### src/rtl/ddr_cmd_sched.sv
// ddr_cmd_sched: merges the TinyComp command stream (buffered in a small FIFO),
// the handshaked host requester and periodic refresh obligations onto one
// valid/ready command port feeding the DDR2 controller.
module ddr_cmd_sched #(
  parameter int          FIFO_DEPTH = 4,    // power of 2, >= 2
  parameter int          REF_MAX    = 8,    // pending-refresh saturation, <= 15
  parameter int          REF_URGENT = 6,    // 1 <= REF_URGENT <= REF_MAX
  parameter logic [2:0]  REF_CMD    = 3'd1  // refresh opcode in bits [30:28]
) (
  input  logic        Ph0,
  input  logic        ResetN,
  input  logic        tcInject,
  input  logic [33:0] tcCmd,
  input  logic        hostValid,
  input  logic [33:0] hostCmd,
  output logic        hostReady,
  input  logic        refTick,
  input  logic        inhibit,
  output logic        cmdValid,
  output logic [33:0] cmd,
  output logic [1:0]  cmdSrc,
  input  logic        cmdReady,
  output logic        tcOverflow,
  output logic        refMissed,
  output logic [3:0]  refPending
);

  localparam int         PTR_W      = $clog2(FIFO_DEPTH);
  localparam int         CNT_W      = PTR_W + 1;
  localparam logic [CNT_W-1:0] FIFO_FULL_V = CNT_W'(FIFO_DEPTH);
  localparam logic [3:0] REF_MAX_V  = 4'(REF_MAX);
  localparam logic [3:0] REF_URG_V  = 4'(REF_URGENT);
  localparam logic [33:0] REF_WORD  = {3'b000, REF_CMD, 28'h0000000};

  // Source encoding doubles as the cmdSrc output code.
  typedef enum logic [1:0] {
    SRC_TC   = 2'd0,
    SRC_HOST = 2'd1,
    SRC_REF  = 2'd2,
    SRC_NONE = 2'd3
  } src_e;

  // TC FIFO storage and bookkeeping
  logic [33:0]      r_mem [FIFO_DEPTH];
  logic [PTR_W-1:0] r_wr_ptr;
  logic [PTR_W-1:0] r_rd_ptr;
  logic [CNT_W-1:0] r_count;

  // Scheduler state
  logic [3:0]  r_ref_pend;
  logic        r_tc_ovf;
  logic        r_ref_miss;
  logic        r_valid;
  logic [33:0] r_cmd;
  logic [1:0]  r_src;
  logic        r_prefer_host;  // round-robin: 1 when host should win a tie

  // Combinational decisions
  logic        w_free;
  logic        w_load_en;
  logic        w_tc_avail;
  logic        w_urgent;
  src_e        w_sel;
  logic        w_load;
  logic        w_pop;
  logic        w_push;
  logic        w_ref_load;
  logic [33:0] w_load_word;

  assign w_free     = ~r_valid | cmdReady;
  assign w_load_en  = w_free & ~inhibit;
  assign w_tc_avail = (r_count != '0);
  assign w_urgent   = (r_ref_pend >= REF_URG_V);

  // Priority select: urgent refresh, then TC/host round-robin, then refresh.
  // NOTE: every variable of an always_comb gets a default first, so no path
  // leaves it unassigned and no latch is inferred.
  always_comb begin
    w_sel = SRC_NONE;
    if (w_urgent) begin
      w_sel = SRC_REF;
    end else if (w_tc_avail && hostValid) begin
      w_sel = r_prefer_host ? SRC_HOST : SRC_TC;
    end else if (w_tc_avail) begin
      w_sel = SRC_TC;
    end else if (hostValid) begin
      w_sel = SRC_HOST;
    end else if (r_ref_pend != 4'd0) begin
      w_sel = SRC_REF;
    end
  end

  // Word presented to the output register for the selected source.
  always_comb begin
    w_load_word = '0;
    case (w_sel)
      SRC_TC:   w_load_word = r_mem[r_rd_ptr];
      SRC_HOST: w_load_word = hostCmd;
      SRC_REF:  w_load_word = REF_WORD;
      default:  w_load_word = '0;
    endcase
  end

  assign w_load     = w_load_en & (w_sel != SRC_NONE);
  assign w_pop      = w_load & (w_sel == SRC_TC);
  assign w_ref_load = w_load & (w_sel == SRC_REF);
  // A full FIFO still takes the strobe when its head leaves in the same cycle.
  assign w_push     = tcInject & ((r_count < FIFO_FULL_V) | w_pop);

  // Host is only acknowledged outside reset and when it owns the load slot.
  assign hostReady  = ResetN & w_load_en & (w_sel == SRC_HOST);

  // FIFO data array is written on push only.
  // NOTE: the storage array has no reset; its contents are only ever read
  // behind a non-zero count, and clearing the count discards them.
  always_ff @(posedge Ph0) begin
    if (w_push) begin
      r_mem[r_wr_ptr] <= tcCmd;
    end
  end

  // FIFO pointers and occupancy.
  // NOTE: state registers use non-blocking assignments so every flop samples
  // values from before the clock edge, independent of statement order.
  always_ff @(posedge Ph0 or negedge ResetN) begin
    if (!ResetN) begin
      r_wr_ptr <= '0;
      r_rd_ptr <= '0;
      r_count  <= '0;
    end else begin
      if (w_push) r_wr_ptr <= r_wr_ptr + PTR_W'(1);
      if (w_pop)  r_rd_ptr <= r_rd_ptr + PTR_W'(1);
      case ({w_push, w_pop})
        2'b10:   r_count <= r_count + CNT_W'(1);
        2'b01:   r_count <= r_count - CNT_W'(1);
        default: r_count <= r_count;
      endcase
    end
  end

  // Pending-refresh counter: ticks add, refresh loads subtract, both cancel.
  always_ff @(posedge Ph0 or negedge ResetN) begin
    if (!ResetN) begin
      r_ref_pend <= 4'd0;
      r_ref_miss <= 1'b0;
    end else if (refTick && !w_ref_load) begin
      if (r_ref_pend == REF_MAX_V) r_ref_miss <= 1'b1;
      else                         r_ref_pend <= r_ref_pend + 4'd1;
    end else if (w_ref_load && !refTick) begin
      r_ref_pend <= r_ref_pend - 4'd1;
    end
  end

  // Sticky flag for TC strobes that found no room.
  always_ff @(posedge Ph0 or negedge ResetN) begin
    if (!ResetN) begin
      r_tc_ovf <= 1'b0;
    end else if (tcInject && !w_push) begin
      r_tc_ovf <= 1'b1;
    end
  end

  // Round-robin pointer moves only when TC or host is actually loaded.
  always_ff @(posedge Ph0 or negedge ResetN) begin
    if (!ResetN) begin
      r_prefer_host <= 1'b0;
    end else if (w_load && (w_sel == SRC_TC)) begin
      r_prefer_host <= 1'b1;
    end else if (w_load && (w_sel == SRC_HOST)) begin
      r_prefer_host <= 1'b0;
    end
  end

  // Output stage: load when free and not inhibited; otherwise drop valid once
  // the held word is accepted. A stalled word is never modified.
  always_ff @(posedge Ph0 or negedge ResetN) begin
    if (!ResetN) begin
      r_valid <= 1'b0;
      r_cmd   <= '0;
      r_src   <= 2'd0;
    end else if (w_load) begin
      r_valid <= 1'b1;
      r_cmd   <= w_load_word;
      r_src   <= w_sel;
    end else if (cmdReady) begin
      r_valid <= 1'b0;
    end
  end

  assign cmdValid   = r_valid;
  assign cmd        = r_cmd;
  assign cmdSrc     = r_src;
  assign tcOverflow = r_tc_ovf;
  assign refMissed  = r_ref_miss;
  assign refPending = r_ref_pend;

endmodule

### config.mk
export PLATFORM = sky130hd
export DESIGN_NAME = ddr_cmd_sched
export DESIGN_NICKNAME = d
export VERILOG_FILES = /design/src/rtl/ddr_cmd_sched.sv
export SDC_FILE = /design/constraint.sdc
export NUM_CORES = 1
export LEC_CHECK = 0
export CELL_PAD_IN_SITES_DETAIL_PLACEMENT = 0
export CELL_PAD_IN_SITES_GLOBAL_PLACEMENT = 2
export CORE_UTILIZATION = 43
export CTS_BUF_LIST = sky130_fd_sc_hd__clkbuf_8
export CTS_CLUSTER_DIAMETER = 30
export DETAILED_ROUTE_END_ITERATION = 10
export DONT_BUFFER_PORTS = 1
export PLACE_DENSITY_LB_ADDON = 0.15
export SYNTH_ARGS = -nofsm -noshare
export SYNTH_HDL_FRONTEND = slang
export SYNTH_SLANG_ARGS = --single-unit
### constraint.sdc
create_clock -name Ph0 -period 2.5 [get_ports Ph0]
set_input_delay 0.5 -clock Ph0 [delete_from_list [all_inputs] [get_ports Ph0]]
set_output_delay 0.5 -clock Ph0 [all_outputs]
set_load 0.02 [all_outputs]
After elaboration in Yosys (flattened, before gate mapping)
Memories as Yosys holds them, arrays and structs flattened.
Cells that the tools add are included.
W data, S select, Z words.
- memories kept: 1
- flip-flop bits (word level): 51
- bits of input ports: 75
- memory bits (writable): 136
- reductions and logical operators: 18
- magnitude comparators: 2
- equal/unequal tests: 7
- add/sub/neg operators: 6
- multiplexer cells: 17
- bitwise operators: 11
- memory list (memory ; words ; width ; read ports ; clocked after memory_dff ; write ports ; line ; text):
    r_mem ; 4 ; 34 ; 1 ; 0 ; 1 ; 44 ; logic [33:0] r_mem [FIFO_DEPTH];
- operator list (kind ; number):
    $pmux W34 S3 ; 1
    $mux W4 ; 3
    $mux W1 ; 8
    $mux W2 ; 4
    $reduce_bool A2 Y1 ; 4
    $and A1 B1 Y1 ; 7
    $logic_and A1 B1 Y1 ; 6
    $pmux W3 S2 ; 1
    $add A2 B1 Y2 const B ; 2
    $add A4 B1 Y4 const B ; 1
    $eq A2 B1 Y1 const B ; 2
    $eq A2 B2 Y1 const B ; 2
    $eq A4 B4 Y1 const B ; 1
    $ge A4 B3 Y1 const B ; 1
    $ne A2 B2 Y1 const B ; 2
    $reduce_and A2 Y1 ; 2
    $reduce_bool A4 Y1 ; 1
    $sub A4 B1 Y4 const B ; 1
    $add A3 B1 Y3 const B ; 1
    $logic_not A1 Y1 ; 3
    $lt A3 B3 Y1 const B ; 1
    $reduce_bool A3 Y1 ; 1
    $sub A3 B1 Y3 const B ; 1
    $logic_not A2 Y1 ; 1
    other kinds (2) ; 4

Depth between registers and ports, before layout
Gate-level depths: netlist (run 1).
- depth after elaboration: 13
- mapped depth: 11

Worst setup path before layout (run 1)
OpenSTA, ideal clock, no wires.
- path type: reg2reg
- start: reg r_ref_pend[1] (netlist: refPending[1])
- end: reg r_ref_pend[3] (netlist: refPending[3])
- data required time: 2413 ps
- stages on the path, launching flop included: 11
- buffers on the path: 1
- path slack: -358 ps
- data arrival time: 2771 ps
- cell sequence: dfrtp_1 > a21boi_0 > o22ai_1 > o21ai_0 > buf_2 > o21ai_0 > ha_1 > a21o_1 > a21oi_1 > mux2_2 > a22oi_1
- cells in the longest elaborated chain, start to end: 13
- elaborated cells on any way between the ends: 23
- classes of those cells: add/sub (2); order compare (1); eq/ne (4); mux (8); bitwise (2); reduce/logical (6)
- ends and longest elaborated chain (what ; line ; text):
    from (decl) ; 50 ; logic [3:0] r_ref_pend;
    from (signal assigned) ; 148 ; else r_ref_pend <= r_ref_pend + 4'd1;
    from (signal assigned) ; 150 ; r_ref_pend <= r_ref_pend - 4'd1;
    $reduce_bool A4 Y1 ; 88 ; end else if (r_ref_pend != 4'd0) begin
    $mux W1 ; 88 ;
    $mux W2 ; 86 ; end else if (hostValid) begin
    $mux W2 ; 84 ; end else if (w_tc_avail) begin
    $mux W2 ; 82 ; end else if (w_tc_avail && hostValid) begin
    $mux W2 ; 80 ; if (w_urgent) begin
    $ne A2 B2 Y1 ; 104 ; assign w_load = w_load_en & (w_sel != SRC_NONE);
    $and A1 B1 Y1 ; 104 ;
    $and A1 B1 Y1 ; 106 ; assign w_ref_load = w_load & (w_sel == SRC_REF);
    $logic_not A1 Y1 ; 146 ; end else if (refTick && !w_ref_load) begin
    $logic_and A1 B1 Y1 ; 146 ;
    $ne A2 B2 Y1 (no line) or $reduce_bool A2 Y1 (tied branches) ; n/a ;
    $reduce_and A2 Y1 (no line) ; n/a ;
Several ways; a longest one is shown, not always the timed one. The select of a mux whose other input is x is not followed.
A chain may end at the register's enable or synchronous reset.

Final worst setup path (run 1)
- start: reg r_prefer_host
- end: reg r_ref_pend[3] (netlist: refPending[3])
- cells in the longest elaborated chain, start to end: 10
- elaborated cells on any way between the ends: 14
- classes of those cells: eq/ne (3); mux (4); bitwise (2); reduce/logical (5)
- ends and longest elaborated chain (what ; line ; text):
    from (decl) ; 56 ; logic r_prefer_host;
    from (signal assigned) ; 166 ; r_prefer_host <= 1'b0;
    from (signal assigned) ; 168 ; r_prefer_host <= 1'b1;
    from (signal assigned) ; 170 ; r_prefer_host <= 1'b0;
    $mux W1 * ; 83 ; w_sel = r_prefer_host ? SRC_HOST : SRC_TC;
    $mux W2 * ; 82 ;
    $mux W2 * ; 80 ;
    $ne A2 B2 Y1 ; 104 ;
    $and A1 B1 Y1 ; 104 ;
    $and A1 B1 Y1 * ; 106 ;
    $logic_not A1 Y1 ; 146 ;
    $logic_and A1 B1 Y1 ; 146 ;
    $ne A2 B2 Y1 (no line) or $reduce_bool A2 Y1 (tied branches) ; n/a ;
    $reduce_and A2 Y1 (no line) ; n/a ;
Every way passes the cells marked *; elsewhere a longest branch is shown, timed or not.

==> flow_summary.json, run 1 <==
{
  "clock_path_buffers": 2,
  "grt_pass1_vias": 4094,
  "start_util_pct": 44.3,
  "grt-ovfl-total": 0,
  "drc": 0,
  "seq_area_frac_synth_pct": 72.7,
  "antenna_cells": 0,
  "leakage_nw": 2.94,
  "switching_share_pct": 34.7,
  "wl_mm": 15.2,
  "avgViaCountPerCell": 5.56,
  "synth_ff_type": "edfxtp_1",
  "power.density_nw_per_um2": 1190,
  "core-area_um2": 16600,
  "worstSkewPairLatency_ns": 0.45,
  "yosys_warnings": 0,
  "drt-pass1-iter-count": 4,
  "synth_edf_count": 136,
  "cts_root_buf": "clkbuf_8",
  "status": "finished clean",
  "synth_area_um2": 7380,
  "crit_chain": "and2_1 -> o22ai_1 -> o21ai_2 -> o21ai_1 -> ha_1 -> a21o_1 -> a21oi_2 -> mux2_2 -> a22oi_1",
  "max-slew-margin-rel_pct": 71.0,
  "ys_ff_latch": 187,
  "drtIter0Drc": 200,
  "synth.distinct_cells": 38,
  "syn_inst": 428,
  "die_w_um": 133,
  "route.vias.total": 3854,
  "combPwrFrac_pct": 30.7,
  "portBuffers": 0,
  "cts_num_sinks": 187,
  "synth_top_area_share_pct": 55.4,
  "end_kind": "flip-flop",
  "gp_congestion": 0.760,
  "period_needed_ns": 2.38,
  "internal_power_w": 0.00656,
  "post-route-period-util_pct": 95.0,
  "rsz0062_at_grt": "true",
  "synth-async-reset-ratio_pct": 27.3,
  "wl_per_cell_um": 21.9,
  "maxCapViolations": 0,
  "syn_nets": 512,
  "ir_drop_uv": 502,
  "fin_cells": 693,
  "path_max_fanout": 3,
  "cts_buffers": 17,
  "totalPowerFinal_w": 0.0100,
  "htree_levels": 4,
  "min_path_type": "input port to flip-flop",
  "cts_tree": "yes",
  "die_h_um": 133,
  "grt_first_pass_wirelength_mm": 23.6,
  "ant_nets": 0,
  "p_sw_w": 0.00348,
  "area_growth_syn_to_layout_pct": 14.2,
  "grt_max_degree": 52,
  "path_clk_slew_ns": 0.09,
  "grt.total_usage_pct": 18.4,
  "finalHoldViolCount": 0,
  "clockPowerShare_pct": 20.3,
  "worstMarginPinSlew_ns": 0.433,
  "num-fill-cells": 1356,
  "cpMaxStageDelayCell": "dfrtp_1",
  "utilization_pct": 50.6,
  "finalClockSkew_ns": 0.0131,
  "dp.cells": 658,
  "p_seq_share_pct": 49.0,
  "rows": 47,
  "syn_area_per_cell_um2": 17.2,
  "startpoint_type": "flip-flop",
  "die-area_um2": 17700,
  "grt_antenna_before_repair": 0,
  "yosys.area.top_type": "edfxtp_1",
  "arrival_ns": 2.74,
  "crit_type": "flip-flop to flip-flop",
  "max_freq_ghz": 0.421,
  "ios": 119,
  "crit_required_ns": 2.86,
  "hpwl_mm": 9.71,
  "drive_gt1_share_pct": 24.9,
  "cpPeakStageDelay_ns": 0.39,
  "final_nets": 544,
  "drv_slew": 0,
  "setup_viol": 0,
  "ys_top_cells_by_area": "edfxtp_1 55%, dfrtp_1 17%, mux4_2 10%"
}
power by group through the flow:
stage | registers, W | clock network, W | logic, W
after floorplan | 0.00489 | 0 | 0.00202
after global placement | 0.00495 | 0 | 0.00302
after detailed placement | 0.00498 | 0 | 0.00307
after CTS | 0.00492 | 0.00210 | 0.00314
after global routing | 0.00500 | 0.00221 | 0.00341
final | 0.00492 | 0.00204 | 0.00309
synthesized netlist by cell type, types with 2 or more instances:
master	count
a21boi_2	2
mux2_2	2
o21ai_0	4
nor3_1	6
mux2_1	2
a21o_1	2
xnor2_1	3
buf_2	8
mux4_2	34
clkbuf_1	10
and2_1	6
a22oi_1	32
nor2_1	38
a21oi_1	38
edfxtp_1	136
fa_1	2
a21boi_0	2
nand2_1	7
buf_1	3
inv_1	11
o21bai_1	2
o22ai_1	2
xor2_1	5
ha_1	7
dfrtp_1	51
critical path, delay by kind of cell, from the launching register on:
| family | cells | cell delay, ns |
|---|---|---|
| AO/OA/AOI/OAI | 6 | 1.11 |
| adder cells (fa/ha/maj) | 1 | 0.26 |
| flip-flops | 1 | 0.39 |
| multiplexers | 1 | 0.36 |
| AND/OR/NAND/NOR | 1 | 0.17 |
path summary, 6_finish.rpt:
path / startpoint / end / slack (ns) / depth (start not counted)
min in group asynchronous: ResetN / cmd[1] / 0.55 / 2
worst max register to register: r_prefer_host / refPending[3] / 0.12 / 9
worst min register to register: r_prefer_host / r_prefer_host / 0.50 / 2
worst min-delay path: tcCmd[24] / r_mem[1][24] / 0.14 / 0
worst max-delay path: r_prefer_host / refPending[3] / 0.12 / 9
max in group asynchronous: ResetN / r_rd_ptr[0] / 1.67 / 2
layer usage:
metal | global-route usage [%] | vias up | part of all wire, %
li1 | - | 1732 | -
met1 | 22.8 | 1993 | 41
met2 | 30.7 | 118 | 51
met3 | 6.44 | 11 | 7.1
met4 | 5.30 | 0 | 0.90
met5 | 0 | - | 0
final cells by class:
cell class	instances	area [um^2]	share of cell area (%)
Timing Repair Buffer	34	390	4.63
Sequential cell	187	5360	63.7
Clock inverter	15	171	2.03
Multi-Input combinational cell	208	1950	23.1
Clock buffer	17	234	2.78
Inverter	12	45.0	0.535
Tap cell	220	275	3.27
flip-flops by register name (all words and copies together) (netlist names):
name,flops
r_wr_ptr,2
cmdValid,1
r_mem,136
r_count,3
tcOverflow,1
cmdSrc,2
r_prefer_host,1
refPending,4
cmd,34
refMissed,1
r_rd_ptr,2
layout by cell type (no fill, tap or decap), types with 9 or more instances in the layout:
cell type  netlist  routed
clkbuf_8         0      17
mux4_2          34      34
buf_12           0       9
buf_4            0      23
a21oi_1         38      37
nor2_1          38      36
dfrtp_1         51      48
inv_1           11      12
a22oi_1         32      32
edfxtp_1       136     136
kinds of logic (layout without fill, tap and decap cells):
family	after synthesis	count (layout)	share of synthesized area [%]
DFF	187	187	72.7
AOI/OAI and AO/OA	92	92	8.24
and+or+nand+nor	60	60	3.46
muxes	39	39	11.1
buffers and inverters	33	78	1.82
adders and majority gates	9	9	1.73
xor gates and xnor gates	8	8	0.950
metrics by stage:
step	hold slack [ns]	setup slack (ns)	instance area [um^2]	TNS (ns)
final	0.139	0.124	8430	0
after global routing	0.0821	-0.0185	8430	-0.0364
after CTS	0.101	0.00770	8410	0
after detailed placement	0.206	-0.0142	7940	-0.0142
after global placement	0.206	0.0859	7940	0
after floorplan	0.204	-0.233	7380	-0.233
repair_timing:
action                                 4_1_cts  5_1_grt
endpoints found under the hold margin       51        0
hold buffers                                 2        0
setup buffers                                1        0
resized for setup                            2        6
pin swaps                                    1        1
gates cloned                                 0        0
setup endpoints to repair                    1        3
(Power assumes the default switching activity.)
==> run 2, diff against run 1 <==
SLEW_MARGIN = 20   (was default)
==> results of run 2 <==
Same layout as run 1: the final DEF is identical, and so are final timing and power.
